### src/rtl/ddr_request_arbiter_if.sv
// Signal bundle between ddr_request_arbiter, its two requesters and the DDR controller.
// master: the arbiter; slave: requesters plus controller.
interface ddr_request_arbiter_if #(
  parameter int ADDR_W = 23,
  parameter int DATA_W = 16,
  parameter int BANK_W = 2
);
  logic              DevReady;

  logic              A_Req, A_Write, A_Ack, A_Done;
  logic [BANK_W-1:0] A_Bank;
  logic [ADDR_W-1:0] A_Addr;
  logic [DATA_W-1:0] A_WData, A_RData;

  logic              B_Req, B_Write, B_Ack, B_Done;
  logic [BANK_W-1:0] B_Bank;
  logic [ADDR_W-1:0] B_Addr;
  logic [DATA_W-1:0] B_WData, B_RData;

  logic              CtrlWrStart, CtrlRdStart, CtrlRefStart;
  logic [BANK_W-1:0] CtrlBank;
  logic [ADDR_W-1:0] CtrlAddr;
  logic [DATA_W-1:0] CtrlWData;
  logic              CtrlWrReady, CtrlRdReady, CtrlRefReady;
  logic [DATA_W-1:0] CtrlRdData;

  logic              ErrTimeout, RefMissed;

  modport master (
    input  DevReady,
    input  A_Req, A_Write, A_Bank, A_Addr, A_WData,
    output A_Ack, A_Done, A_RData,
    input  B_Req, B_Write, B_Bank, B_Addr, B_WData,
    output B_Ack, B_Done, B_RData,
    output CtrlWrStart, CtrlRdStart, CtrlRefStart, CtrlBank, CtrlAddr, CtrlWData,
    input  CtrlWrReady, CtrlRdReady, CtrlRefReady, CtrlRdData,
    output ErrTimeout, RefMissed
  );

  modport slave (
    output DevReady,
    output A_Req, A_Write, A_Bank, A_Addr, A_WData,
    input  A_Ack, A_Done, A_RData,
    output B_Req, B_Write, B_Bank, B_Addr, B_WData,
    input  B_Ack, B_Done, B_RData,
    input  CtrlWrStart, CtrlRdStart, CtrlRefStart, CtrlBank, CtrlAddr, CtrlWData,
    output CtrlWrReady, CtrlRdReady, CtrlRefReady, CtrlRdData,
    input  ErrTimeout, RefMissed
  );
endinterface

### src/rtl/ddr_request_arbiter.sv
// Two-port DDR front-end scheduler: arbitration, refresh timer, Ready timeout, one op in flight.
// Define DDR_ARB_FIXED_PRIO_EN to make port A win every tie instead of round-robin.
module ddr_request_arbiter #(
  parameter int ADDR_W           = 23,
  parameter int DATA_W           = 16,
  parameter int BANK_W           = 2,
  parameter int REFRESH_INTERVAL = 1500,
  parameter int TIMEOUT          = 255
) (
  input logic                   CLK_200MHz,
  input logic                   WrStart,
  ddr_request_arbiter_if.master bus
);
  localparam int RC_W = $clog2(REFRESH_INTERVAL);
  localparam int TO_W = $clog2(TIMEOUT + 1);

  typedef enum logic [1:0] {IDLE, ISSUE, WAIT, RELEASE} state_t;
  typedef enum logic [1:0] {OP_WR, OP_RD, OP_REF} op_t;

  state_t          state;
  op_t             op;
  logic            own_b;
  logic            last_b;
  logic [RC_W-1:0] ref_cnt;
  logic            ref_pending;
  logic [TO_W-1:0] wait_cnt;
  logic [2:0]      rdy_q, rdy_qq;  // {ref, rd, wr}
  logic            ready_rise;
  logic            grant_a, grant_b;

  always_ff @(posedge CLK_200MHz or posedge WrStart) begin
    if (WrStart) begin
      rdy_q  <= '0;
      rdy_qq <= '0;
    end else begin
      rdy_q  <= {bus.CtrlRefReady, bus.CtrlRdReady, bus.CtrlWrReady};
      rdy_qq <= rdy_q;
    end
  end

  always_comb begin
    case (op)
      OP_WR:   ready_rise = rdy_q[0] & ~rdy_qq[0];
      OP_RD:   ready_rise = rdy_q[1] & ~rdy_qq[1];
      default: ready_rise = rdy_q[2] & ~rdy_qq[2];
    endcase
  end

  always_comb begin
`ifdef DDR_ARB_FIXED_PRIO_EN
    grant_a = bus.A_Req;
`else
    grant_a = bus.A_Req & (~bus.B_Req | last_b);
`endif
    grant_b = bus.B_Req & ~grant_a;
  end

  always_ff @(posedge CLK_200MHz or posedge WrStart) begin
    if (WrStart) begin
      state            <= IDLE;
      op               <= OP_WR;
      own_b            <= 1'b0;
      last_b           <= 1'b1;
      ref_cnt          <= '0;
      ref_pending      <= 1'b0;
      wait_cnt         <= '0;
      bus.A_Ack        <= 1'b0;
      bus.B_Ack        <= 1'b0;
      bus.A_Done       <= 1'b0;
      bus.B_Done       <= 1'b0;
      bus.A_RData      <= '0;
      bus.B_RData      <= '0;
      bus.CtrlWrStart  <= 1'b0;
      bus.CtrlRdStart  <= 1'b0;
      bus.CtrlRefStart <= 1'b0;
      bus.CtrlBank     <= '0;
      bus.CtrlAddr     <= '0;
      bus.CtrlWData    <= '0;
      bus.ErrTimeout   <= 1'b0;
      bus.RefMissed    <= 1'b0;
    end else begin
      bus.A_Ack  <= 1'b0;
      bus.B_Ack  <= 1'b0;
      bus.A_Done <= 1'b0;
      bus.B_Done <= 1'b0;

      case (state)
        IDLE: if (bus.DevReady) begin
          if (ref_pending) begin
            ref_pending      <= 1'b0;
            op               <= OP_REF;
            bus.CtrlRefStart <= 1'b1;
            wait_cnt         <= '0;
            state            <= WAIT;
          end else if (grant_a || grant_b) begin
            bus.A_Ack     <= grant_a;
            bus.B_Ack     <= grant_b;
            own_b         <= grant_b;
            last_b        <= grant_b;
            bus.CtrlBank  <= grant_b ? bus.B_Bank  : bus.A_Bank;
            bus.CtrlAddr  <= grant_b ? bus.B_Addr  : bus.A_Addr;
            bus.CtrlWData <= grant_b ? bus.B_WData : bus.A_WData;
            op            <= (grant_b ? bus.B_Write : bus.A_Write) ? OP_WR : OP_RD;
            state         <= ISSUE;
          end
        end
        ISSUE: begin
          bus.CtrlWrStart <= (op == OP_WR);
          bus.CtrlRdStart <= (op == OP_RD);
          wait_cnt        <= '0;
          state           <= WAIT;
        end
        WAIT: begin
          if (ready_rise || wait_cnt == TO_W'(TIMEOUT - 1)) begin
            bus.CtrlWrStart  <= 1'b0;
            bus.CtrlRdStart  <= 1'b0;
            bus.CtrlRefStart <= 1'b0;
            if (!ready_rise) bus.ErrTimeout <= 1'b1;
            // Timed-out requesters still get Done so they never stall; RData stays stale.
            if (op != OP_REF) begin
              bus.A_Done <= ~own_b;
              bus.B_Done <= own_b;
            end
            if (ready_rise && op == OP_RD) begin
              if (own_b) bus.B_RData <= bus.CtrlRdData;
              else       bus.A_RData <= bus.CtrlRdData;
            end
            state <= RELEASE;
          end else begin
            wait_cnt <= wait_cnt + 1'b1;
          end
        end
        RELEASE: if (rdy_q == 3'b000) state <= IDLE;
        default: state <= IDLE;
      endcase

      // Placed after the FSM so a wrap in the grant cycle re-arms the next refresh.
      if (ref_cnt == RC_W'(REFRESH_INTERVAL - 1)) begin
        ref_cnt     <= '0;
        ref_pending <= 1'b1;
        if (ref_pending) bus.RefMissed <= 1'b1;
      end else begin
        ref_cnt <= ref_cnt + 1'b1;
      end
    end
  end
endmodule
### src/flat_wrapper.sv
// flat-port wrapper written by rule: the top's interface ports become plain ports
module ddr_request_arbiter_flat 
#(
  parameter int ADDR_W           = 23,
  parameter int DATA_W           = 16,
  parameter int BANK_W           = 2,
  parameter int REFRESH_INTERVAL = 1500,
  parameter int TIMEOUT          = 255
)
  (CLK_200MHz, WrStart, bus_DevReady, bus_A_Req, bus_A_Write, bus_A_Bank, bus_A_Addr, bus_A_WData, bus_A_Ack, bus_A_Done, bus_A_RData, bus_B_Req, bus_B_Write, bus_B_Bank, bus_B_Addr, bus_B_WData, bus_B_Ack, bus_B_Done, bus_B_RData, bus_CtrlWrStart, bus_CtrlRdStart, bus_CtrlRefStart, bus_CtrlBank, bus_CtrlAddr, bus_CtrlWData, bus_CtrlWrReady, bus_CtrlRdReady, bus_CtrlRefReady, bus_CtrlRdData, bus_ErrTimeout, bus_RefMissed);
  ddr_request_arbiter_if #(.ADDR_W(ADDR_W), .DATA_W(DATA_W), .BANK_W(BANK_W)) bus_i ();
  input logic CLK_200MHz;
  input logic WrStart;
  input wire logic [$bits(bus_i.DevReady)-1:0] bus_DevReady;
  input wire logic [$bits(bus_i.A_Req)-1:0] bus_A_Req;
  input wire logic [$bits(bus_i.A_Write)-1:0] bus_A_Write;
  input wire logic [$bits(bus_i.A_Bank)-1:0] bus_A_Bank;
  input wire logic [$bits(bus_i.A_Addr)-1:0] bus_A_Addr;
  input wire logic [$bits(bus_i.A_WData)-1:0] bus_A_WData;
  output wire logic [$bits(bus_i.A_Ack)-1:0] bus_A_Ack;
  output wire logic [$bits(bus_i.A_Done)-1:0] bus_A_Done;
  output wire logic [$bits(bus_i.A_RData)-1:0] bus_A_RData;
  input wire logic [$bits(bus_i.B_Req)-1:0] bus_B_Req;
  input wire logic [$bits(bus_i.B_Write)-1:0] bus_B_Write;
  input wire logic [$bits(bus_i.B_Bank)-1:0] bus_B_Bank;
  input wire logic [$bits(bus_i.B_Addr)-1:0] bus_B_Addr;
  input wire logic [$bits(bus_i.B_WData)-1:0] bus_B_WData;
  output wire logic [$bits(bus_i.B_Ack)-1:0] bus_B_Ack;
  output wire logic [$bits(bus_i.B_Done)-1:0] bus_B_Done;
  output wire logic [$bits(bus_i.B_RData)-1:0] bus_B_RData;
  output wire logic [$bits(bus_i.CtrlWrStart)-1:0] bus_CtrlWrStart;
  output wire logic [$bits(bus_i.CtrlRdStart)-1:0] bus_CtrlRdStart;
  output wire logic [$bits(bus_i.CtrlRefStart)-1:0] bus_CtrlRefStart;
  output wire logic [$bits(bus_i.CtrlBank)-1:0] bus_CtrlBank;
  output wire logic [$bits(bus_i.CtrlAddr)-1:0] bus_CtrlAddr;
  output wire logic [$bits(bus_i.CtrlWData)-1:0] bus_CtrlWData;
  input wire logic [$bits(bus_i.CtrlWrReady)-1:0] bus_CtrlWrReady;
  input wire logic [$bits(bus_i.CtrlRdReady)-1:0] bus_CtrlRdReady;
  input wire logic [$bits(bus_i.CtrlRefReady)-1:0] bus_CtrlRefReady;
  input wire logic [$bits(bus_i.CtrlRdData)-1:0] bus_CtrlRdData;
  output wire logic [$bits(bus_i.ErrTimeout)-1:0] bus_ErrTimeout;
  output wire logic [$bits(bus_i.RefMissed)-1:0] bus_RefMissed;
  assign bus_i.DevReady = bus_DevReady;
  assign bus_i.A_Req = bus_A_Req;
  assign bus_i.A_Write = bus_A_Write;
  assign bus_i.A_Bank = bus_A_Bank;
  assign bus_i.A_Addr = bus_A_Addr;
  assign bus_i.A_WData = bus_A_WData;
  assign bus_A_Ack = bus_i.A_Ack;
  assign bus_A_Done = bus_i.A_Done;
  assign bus_A_RData = bus_i.A_RData;
  assign bus_i.B_Req = bus_B_Req;
  assign bus_i.B_Write = bus_B_Write;
  assign bus_i.B_Bank = bus_B_Bank;
  assign bus_i.B_Addr = bus_B_Addr;
  assign bus_i.B_WData = bus_B_WData;
  assign bus_B_Ack = bus_i.B_Ack;
  assign bus_B_Done = bus_i.B_Done;
  assign bus_B_RData = bus_i.B_RData;
  assign bus_CtrlWrStart = bus_i.CtrlWrStart;
  assign bus_CtrlRdStart = bus_i.CtrlRdStart;
  assign bus_CtrlRefStart = bus_i.CtrlRefStart;
  assign bus_CtrlBank = bus_i.CtrlBank;
  assign bus_CtrlAddr = bus_i.CtrlAddr;
  assign bus_CtrlWData = bus_i.CtrlWData;
  assign bus_i.CtrlWrReady = bus_CtrlWrReady;
  assign bus_i.CtrlRdReady = bus_CtrlRdReady;
  assign bus_i.CtrlRefReady = bus_CtrlRefReady;
  assign bus_i.CtrlRdData = bus_CtrlRdData;
  assign bus_ErrTimeout = bus_i.ErrTimeout;
  assign bus_RefMissed = bus_i.RefMissed;
  ddr_request_arbiter #(.ADDR_W(ADDR_W), .DATA_W(DATA_W), .BANK_W(BANK_W), .REFRESH_INTERVAL(REFRESH_INTERVAL), .TIMEOUT(TIMEOUT)) u_core (.CLK_200MHz(CLK_200MHz), .WrStart(WrStart), .bus(bus_i));
endmodule
### config.mk
export PLATFORM = sky130hd
export DESIGN_NAME = ddr_request_arbiter_flat
export DESIGN_NICKNAME = d
export VERILOG_FILES = /design/src/rtl/ddr_request_arbiter_if.sv /design/src/rtl/ddr_request_arbiter.sv /design/src/flat_wrapper.sv
export SDC_FILE = /design/constraint.sdc
export NUM_CORES = 1
export LEC_CHECK = 0
export ABC_CLOCK_PERIOD_IN_PS = 5200
export BUFFER_PORTS_ARGS = -buffer_cell sky130_fd_sc_hd__buf_2
export CAP_MARGIN = 30
export CORE_MARGIN = 8
export CORE_UTILIZATION = 44
export DETAILED_ROUTE_END_ITERATION = 10
export PLACE_DENSITY = 0.73
export SLEW_MARGIN = 0
export SYNTH_ARGS = -nofsm -noshare
export SYNTH_HDL_FRONTEND = slang
export SYNTH_SLANG_ARGS = --single-unit
### constraint.sdc
create_clock -name CLK_200MHz -period 5.2 [get_ports CLK_200MHz]
set_input_delay 0.78 -clock CLK_200MHz [delete_from_list [all_inputs] [get_ports CLK_200MHz]]
set_output_delay 0.78 -clock CLK_200MHz [all_outputs]
set_load 0.03 [all_outputs]
After elaboration in Yosys (flattened, before gate mapping)
Index checks and enable logic that the tools add are counted.
Storage, ports and cells
  register bits: 114
  word-level logic and storage cells: 117
Cells by class
  add/sub/neg operators: 2
  equality and inequality tests: 13
  multiplexer cells: 42
  bitwise gates (word level): 14
  reductions and logical operators: 23
Operators with widths (number)
  two-way mux 8 bit: 3
  case mux 8 bit (3 select lines): 1
  AND reduction 4 bit: 6
  two-way mux 23 bit: 1
  two-way mux 1 bit: 22
  two-way mux 16 bit: 1
  two-way mux 2 bit: 8
  adder 11 x 1 -> 11 bit, second input constant: 1
  equality test 11 bit, second input constant: 1
  two-way mux 11 bit: 1
  nonzero test 2 bit: 5
  adder 8 x 1 -> 8 bit, second input constant: 1
  equality test 8 bit, second input constant: 1
  inverter 1 bit: 8
  case mux 1 bit (2 select lines): 4
  case mux 2 bit (4 select lines): 1
  != test 2 x 1 -> 1 bit, second input constant: 3
  != test 2 bit, second input constant: 3
  AND reduction 2 bit: 3
  AND reduction 3 bit: 2
  AND 1 bit: 5
  equality test 2 x 1 -> 1 bit, second input constant: 2
  equality test 2 bit, second input constant: 2
  logical NOT 2 bit: 2
  6 further kinds: 7

Longest topological paths before layout
Gate-level depths: netlist of the first run.
  depth in word-level cells: 10
  depth in mapped cells: 8
  mapped depth without buffers: 6

Least setup slack after synthesis of the first run
Ideal clock, no wire load.
  path kind: input port to flip-flop
  start: input port bus_DevReady
  end: register u_core.wait_cnt[6]
  setup time: 0.069 ns
  data arrival time: 1.921 ns
  setup slack: 3.209 ns
  stages on the path: 5
  path through: a21boi_1 > or2_2 > clkbuf_1 > or4_1 > nand3_1
Between the ends
  cells in the longest elaborated chain, start to end: 2
Ends and longest elaborated chain
  start, declared: RTL line flat_wrapper.sv:14  | input wire logic [$bits(bus_i.DevReady)-1:0] bus_DevReady;
  != test 2 bit (no line)
  AND reduction 4 bit (no line)
  end signal, assigned: RTL line ddr_request_arbiter.sv:130  | wait_cnt <= wait_cnt + 1'b1;
  end, declared: RTL line ddr_request_arbiter.sv:26  | logic [TO_W-1:0] wait_cnt;
No other way between the ends.
A chain may end at the register's enable or synchronous reset.

Worst setup path after layout of the first run
  start: register u_core.state[0]
  end: register u_core.bus.CtrlAddr[8]
Between the ends
  cells in the longest elaborated chain, start to end: 2
Ends and longest elaborated chain
  start, declared: RTL line ddr_request_arbiter.sv:20  | state_t state;
  start signal, assigned: RTL line ddr_request_arbiter.sv:60  | state <= IDLE;
  start signal, assigned: RTL line ddr_request_arbiter.sv:94  | state <= WAIT;
  start signal, assigned: RTL line ddr_request_arbiter.sv:104  | state <= ISSUE;
  logical NOT 2 bit: RTL line ddr_request_arbiter.sv:87  | case (state)
  AND reduction 4 bit (no line)
  end signal, assigned: RTL line ddr_request_arbiter.sv:101  | bus.CtrlAddr <= grant_b ? bus.B_Addr : bus.A_Addr;
  end, declared: RTL line ddr_request_arbiter_if.sv:35  | output CtrlWrStart, CtrlRdStart, CtrlRefStart, CtrlBank, CtrlAddr, CtrlWData,
No other way between the ends.

==> impl_metrics.py, run 1 <==
metrics = {
    "routing": {
        "ant_nets": 0,
        "vias": 4007,
        "drc": 0,
        "drt-initial-drc-count": 130,
        "vias_per_cell": 5.157,
        "firstDrtPassIters": 4,
        "wl_um": 13090,
        "wl_per_cell_um": 16.84,
    },
    "worst_setup_path": {
        "worst-path-stages": 7,
        "cp_max_fo": 58,
        "arrival_ns": 2.80,
        "slowest_stage": "buf_4",
        "timing.rr.start": "u_core.state[0]",
        "crit_family": "buffers and inverters",
        "cp.required_ns": 5.53,
        "crit_path_start_kind": "flop",
        "max_stage_delay_ns": 0.54,
        "path_class": "flop to flop",
        "worst-path-buf-inv": 2,
        "cp_cell_sequence": "inv_1, ha_1, and3b_1, o21a_2, buf_4, nor2_1, a21oi_1",
        "r2r_slack_ns": 2.73,
        "r2r_end": "u_core.bus.CtrlAddr[8]",
        "rr_worst_depth": 7,
        "endpoint_kind": "flop",
    },
    "final_layout": {
        "n_antenna_cell": 0,
        "stdcell_area_um2": 6720,
        "area_growth_pct": 32.88,
        "drive_gt1_share_pct": 42.11,
        "nNetsFinal": 737,
        "final_cells": 777,
    },
    "synthesis": {
        "synthAdderAreaFrac_pct": 1.979,
        "synth_seq_area_share_pct": 56.43,
        "yosysUniqueCellTypes": 54,
        "syn_nets": 549,
        "syn_inst": 433,
        "synthSimpleGateAreaFrac_pct": 10.86,
        "synth_area_per_cell_um2": 11.68,
        "synth_top_family_by_area": "multiplexers",
        "yosysWarnings": 0,
        "muxShareOfSynthArea_pct": 16.25,
        "ys_top_cells_by_area": "dfrtp_1 56%, mux2i_1 8.9%, mux2_2 7.3%",
        "synthArstFlopShare_pct": 100.0,
        "yosysTopAreaCell": "dfrtp_1",
        "synth-seq-cells": 114,
        "synthFlopType": "dfrtp_1",
        "synth-xor-area-share_pct": 1.559,
        "synth-compound-area-share_pct": 10.29,
        "syn_area_um2": 5057,
        "yosysMostFrequentCell": "dfrtp_1",
        "yosys.area.top_type_share_pct": 55.91,
        "synth_common_cells": "113 x dfrtp_1, 53 x nor2_1, 45 x a21oi_1, 45 x mux2i_1, 33 x mux2_2",
        "synth_edf_count": 0,
    },
    "floorplanning": {
        "fp.dieArea_um2": 15180,
        "core_area_um2": 11320,
        "die_w_um": 123.2,
        "initial_utilization_pct": 44.67,
        "rows": 39,
        "num_io_pins": 190,
        "die_height_um": 123.2,
    },
    "power": {
        "ir_worst_vdd_uv": 372.1,
        "p_leak_nw": 3.253,
        "finalPower_mw": 4.241,
        "power.density_nw_per_um2": 631.1,
    },
    "clocking": {
        "cts.sinks": 114,
        "cts_made_buffers": 17,
        "clock-root-buffer": "clkbuf_16",
        "htree_num_levels": 4,
        "post-cts-setup-buffers": 0,
        "clk_path_buf_depth": 2,
        "post_cts_resized": 0,
        "path_clk_slew_ns": 0.06,
        "cts_tree": "built",
        "ctsHoldBuffers": 0,
        "clk_latency_ns": 0.41,
    },
    "timing": {
        "finalHoldViolCount": 0,
        "relSlewSlack_pct": 48.72,
        "worst_pin_slew_ns": 0.7692,
        "fin_crit_sh_pct": 47.56,
        "slew_violations": 0,
        "setup_viol": 0,
        "max_freq_mhz": 404.3,
        "fin_worst_skew_ns": 0.008895,
        "min_period_ns": 2.473,
        "rsz0062_at_grt": "no",
        "fin_tns_setup_ns": 0,
        "layout_setup_ws_ns": 2.727,
    },
    "global_routing": {
        "grt_overflow": 0,
        "antenna_found_initial": 0,
        "grt_pass1_wl_um": 21220,
        "grt_pass1_vias": 4321,
        "grtUsageTotal_pct": 17.85,
        "grt_max_degree": 63,
    },
    "place": {
        "placed_cells": 745,
        "io_buffers": 189,
        "place_area_um2": 6117,
        "gp_congestion": 0.7920,
        "dp_hpwl_um": 9759,
        "pre_cts_ws_ns": 2.583,
    },
    "job": {
        "drv_cap": 0,
    },
    "worst_hold_path": {
        "hold_class": "flop to flop",
        "whs_endpoint": "u_core.rdy_qq[2]",
        "min_from": "u_core.rdy_q[2]",
        "min_path_cells": 0,
    },
    "run_status": {
        "status": "finished clean",
    },
}
## worst max-delay path by stage
| stage | to | startpoint |
|---|---|---|
| after floorplan | u_core.bus.A_Ack | WrStart |
| after global placement | u_core.bus.CtrlAddr[4] | bus_B_Req |
| after detailed placement | u_core.bus.CtrlWData[0] | bus_B_Req |
| after CTS | u_core.bus.CtrlAddr[8] | u_core.state[0] |
| after global routing | u_core.bus.CtrlAddr[15] | u_core.state[1] |
| final | u_core.bus.CtrlAddr[8] | u_core.state[0] |
## logic make-up after synthesis
kind of cell               after synthesis
AOI/OAI and AO/OA                       82
xor gates and xnor gates                 9
adders and majority gates                8
buffers and inverters                   31
DFF                                    114
muxes                                   78
and+or+nand+nor                        111
## cell type report
class / instances / area [µm²]
clock buffer: 20 / 446.7
timing repair buffer: 192 / 968.4
inverter: 8 / 32.53
sequential: 114 / 2854
multi-input combinational: 288 / 2083
fill: 924 / 4601
tap: 143 / 178.9
clock inverter: 12 / 156.4
## routing by layer
| layer | track usage [%] | part of all wire, % | vias up |
|---|---|---|---|
| li1 | - | - | 1927 |
| met1 | 20.89 | 40 | 1913 |
| met2 | 28.86 | 50 | 146 |
| met3 | 7.215 | 8.2 | 21 |
| met4 | 6.998 | 1.9 | 0 |
| met5 | 0 | 0 | - |
## power breakdown
part | switching [mW] | total, mW | internal [mW]
registers | 0.189 | 1.41 | 1.22
logic | 1.12 | 1.66 | 0.546
clock network | 0.405 | 1.17 | 0.767
## metrics by stage
stage                     utilization, %  hold slack [ns]
after floorplan                        -           0.3675
after global placement             54.03           0.3863
after detailed placement           54.03           0.3942
after CTS                          59.36           0.4056
after global routing               59.36           0.4192
final                              59.36           0.4002
## registers in the layout, indices dropped and copies added (netlist names), 2 cells and up
| signal | flops |
|---|---|
| u_core.wait_cnt | 8 |
| u_core.rdy_q | 3 |
| u_core.ref_cnt | 11 |
| u_core.bus.CtrlBank | 2 |
| u_core.bus.CtrlWData | 16 |
| u_core.op | 2 |
| u_core.state | 2 |
| u_core.bus.A_RData | 16 |
| u_core.rdy_qq | 3 |
| u_core.bus.CtrlAddr | 23 |
| u_core.bus.B_RData | 16 |
## layout by cell type (no fill, tap or decap), types with 3 or more instances in the layout
cell type | synthesis | routed
ha_1 | 8 | 8
xnor2_1 | 3 | 3
o211ai_1 | 6 | 6
mux2i_1 | 45 | 45
a21oi_1 | 45 | 45
and3_1 | 4 | 4
o21ai_0 | 5 | 5
nand2b_1 | 3 | 3
clkinvlp_4 | 0 | 4
nor2_1 | 53 | 53
nand2_1 | 13 | 13
bufinv_16 | 0 | 3
buf_4 | 2 | 3
buf_2 | 7 | 189
nor3_1 | 5 | 5
inv_1 | 8 | 7
nand3_1 | 8 | 8
clkbuf_16 | 0 | 17
a32o_1 | 3 | 3
nand4_1 | 3 | 3
mux2_2 | 33 | 33
dfrtp_1 | 113 | 113
xor2_1 | 6 | 6
## worst reg2reg max path, delay by kind of cell, from the launching register on
kind | cells | cell delay, ns
compound gates | 2 | 0.62
fa+ha+maj | 1 | 0.31
buf+inv | 2 | 0.67
flops | 1 | 0.41
simple gates | 2 | 0.41
Note: power is estimated with default switching activity, not from simulation.
==> inputs of run 2 (changes only) <==
--- a/config.mk
+++ b/config.mk
@@ -5,13 +5,14 @@
 export SDC_FILE = /design/constraint.sdc
 export NUM_CORES = 1
 export LEC_CHECK = 0
-export ABC_CLOCK_PERIOD_IN_PS = 5200
+export ABC_AREA = 1
+export ABC_CLOCK_PERIOD_IN_PS = 2250
 export BUFFER_PORTS_ARGS = -buffer_cell sky130_fd_sc_hd__buf_2
 export CAP_MARGIN = 30
 export CORE_MARGIN = 8
 export CORE_UTILIZATION = 44
 export DETAILED_ROUTE_END_ITERATION = 10
-export PLACE_DENSITY = 0.73
+export PLACE_DENSITY = 0.75
 export SLEW_MARGIN = 0
 export SYNTH_ARGS = -nofsm -noshare
 export SYNTH_HDL_FRONTEND = slang
==> constraint.sdc (replaced) <==
create_clock -name CLK_200MHz -period 2.25 [get_ports CLK_200MHz]
set_input_delay 0.3375 -clock CLK_200MHz [delete_from_list [all_inputs] [get_ports CLK_200MHz]]
set_output_delay 0.3375 -clock CLK_200MHz [all_outputs]
set_load 0.03 [all_outputs]
==> impl_metrics.py, run 2 <==
metrics = {
    "final_layout": {
        "area.sequential_um2": 2854,
        "n_antenna_cell": 0,
        "final_common_cell": "buf_2",
        "regMostFlops": "u_core.bus.CtrlAddr",
        "largest_reg_flops": 23,
        "final_cell_mix": "189 x buf_2, 187 x nand2_1, 113 x dfrtp_1, 69 x nor2_1, 44 x inv_1",
        "area_growth_pct": 30.84,
        "final_cells": 937,
        "drive_gt1_share_pct": 30.60,
        "multi_input_area_um2": 1922,
        "utilization_pct": 58.77,
        "nNetsFinal": 897,
        "fillers": 983,
    },
    "job": {
        "drv_cap": 0,
    },
    "worst_setup_path": {
        "worst-path-buf-inv": 3,
        "cp_max_fo": 86,
        "cp.required_ns": 2.57,
        "r2r_end": "u_core.bus.CtrlAddr[18]",
        "crit_family": "buffers and inverters",
        "worst-path-stages": 9,
        "crit_path_start_kind": "flop",
        "endpoint_kind": "flop",
        "path_class": "flop to flop",
        "arrival_ns": 2.18,
        "r2r_slack_ns": 0.39,
        "rr_worst_depth": 9,
        "slowest_stage": "dfrtp_1",
        "max_stage_delay_ns": 0.41,
        "timing.rr.start": "u_core.state[0]",
        "cp_cell_sequence": "inv_1, ha_1, nand2_1, inv_1, nand2_1, a21oi_4, buf_12, nor2_1, a31oi_1",
        "crit_start": "u_core.state[0]",
        "crit_path_end": "u_core.bus.CtrlAddr[18]",
    },
    "synthesis": {
        "yosysWarnings": 0,
        "yosysUniqueCellTypes": 35,
        "yosysMostFrequentCell": "nand2_1",
        "synth_common_cells": "187 x nand2_1, 113 x dfrtp_1, 69 x nor2_1, 45 x inv_1, 41 x a31oi_1",
        "synth_area_per_cell_um2": 8.693,
        "syn_area_um2": 5129,
        "syn_inst": 590,
        "yosysTopAreaCell": "dfrtp_1",
        "yosys.area.top_type_share_pct": 55.14,
        "synthFlopType": "dfrtp_1",
        "syn_nets": 706,
        "synthArstFlopShare_pct": 100.0,
        "synth-seq-cells": 114,
        "synth_edf_count": 0,
        "ys_top_cells_by_area": "dfrtp_1 55%, nand2_1 14%, nor2_1 5.1%",
        "synth_seq_area_share_pct": 55.65,
    },
    "timing": {
        "finalHoldViolCount": 0,
        "fin_crit_sh_pct": 82.57,
        "relSlewSlack_pct": 55.54,
        "min_period_ns": 1.858,
        "fin_tns_setup_ns": 0,
        "worst_pin_slew_ns": 0.6659,
        "rsz0062_at_grt": "no",
        "setup_viol": 0,
        "slew_violations": 0,
        "max_freq_mhz": 538.3,
        "fin_worst_skew_ns": 0.008433,
    },
    "routing": {
        "ant_nets": 0,
        "drt-initial-drc-count": 284,
        "wl_um": 13490,
        "drc": 0,
        "vias_per_cell": 4.974,
        "wl_per_cell_um": 14.40,
        "firstDrtPassIters": 5,
        "vias": 4661,
    },
    "floorplanning": {
        "die_w_um": 124.0,
        "num_io_pins": 190,
        "fp.dieArea_um2": 15370,
        "rows": 39,
        "die_height_um": 124.0,
        "initial_utilization_pct": 44.92,
        "core_area_um2": 11420,
    },
    "power": {
        "ir_worst_vdd_uv": 904.5,
        "p_leak_nw": 3.449,
        "power.density_nw_per_um2": 1406,
    },
    "clocking": {
        "post-cts-setup-buffers": 0,
        "cts_made_buffers": 17,
        "cts_tree": "built",
        "cts.sinks": 114,
        "clk_path_buf_depth": 2,
        "htree_num_levels": 4,
        "clock-root-buffer": "clkbuf_16",
        "path_clk_slew_ns": 0.06,
        "clk_latency_ns": 0.41,
    },
    "global_routing": {
        "grt_overflow": 0,
        "grt_pass1_wl_um": 21900,
        "grt_max_degree": 87,
        "grt_pass1_vias": 4729,
        "grtUsageTotal_pct": 17.75,
        "antenna_found_initial": 0,
    },
    "worst_hold_path": {
        "min_path_cells": 1,
        "hold_class": "input pin to flop",
    },
    "place": {
        "placed_cells": 904,
        "gp_congestion": 0.8590,
        "io_buffers": 189,
        "dp_hpwl_um": 10100,
    },
    "run_status": {
        "status": "finished clean",
    },
}
-- run 2: cells by family after synthesis --
group	count (synthesis)	synth area share [%]
buffers and inverters	72	6.880
and+or+nand+nor	299	23.91
xor gates and xnor gates	5	0.8538
DFF	114	55.65
AOI/OAI and AO/OA	92	10.76
adders and majority gates	8	1.952
-- run 2: worst min-delay path by stage --
stage	start	endpoint
final	bus_CtrlWrReady	u_core.rdy_q[0]
after global routing	bus_CtrlRefReady	u_core.rdy_q[2]
after CTS	bus_CtrlRefReady	u_core.rdy_q[2]
after detailed placement	WrStart	u_core.bus.CtrlAddr[0]
after global placement	WrStart	u_core.bus.CtrlBank[1]
after floorplan	bus_CtrlWrReady	u_core.rdy_q[0]
-- run 2: layout make-up --
type	count	area share, %
clock buffers	20	6.657
clock inverters	12	1.287
inverters	48	2.741
multi-input cells	404	28.64
flip-flops and latches	114	42.53
well taps	143	2.666
repair buffers	196	15.48
-- run 2: timing repair --
item / in CTS / in global routing
endpoints found under the hold margin: 3 / 0
hold buffers: 1 / 0
setup endpoints to repair: 0 / 0
resized for setup: 0 / 0
-- run 2: power breakdown --
part / internal [mW] / leakage [nW] / total (mW) / switching [mW]
Clock: 1.43 / 0.244 / 2.38 / 0.947
Combinational: 1.12 / 1.91 / 3.83 / 2.71
Sequential: 2.79 / 1.30 / 3.22 / 0.431
Total: 5.35 / 3.45 / 9.44 / 4.09
-- run 2: metal layers --
metal	track usage (%)	vias up	part of all wire, %
met5	0	-	0
met4	6.245	0	1.2
met3	5.938	15	8.5
met2	27.63	199	47
met1	22.74	2157	44
li1	-	2290	-
-- run 2: through the flow --
| step | area (µm²) | total power, mW | hold WS (ns) | setup slack [ns] |
|---|---|---|---|---|
| after global placement | 6167 | 6.993 | 0.2563 | 0.5318 |
| after global routing | 6710 | 10.01 | 0.01969 | 0.2114 |
| final | 6710 | 9.436 | 0.03910 | 0.3921 |
| after CTS | 6710 | 9.535 | 0.02433 | 0.4117 |
| after detailed placement | 6167 | 7.114 | 0.2565 | 0.3876 |
| after floorplan | 5132 | 5.923 | 0.3689 | 0.5279 |
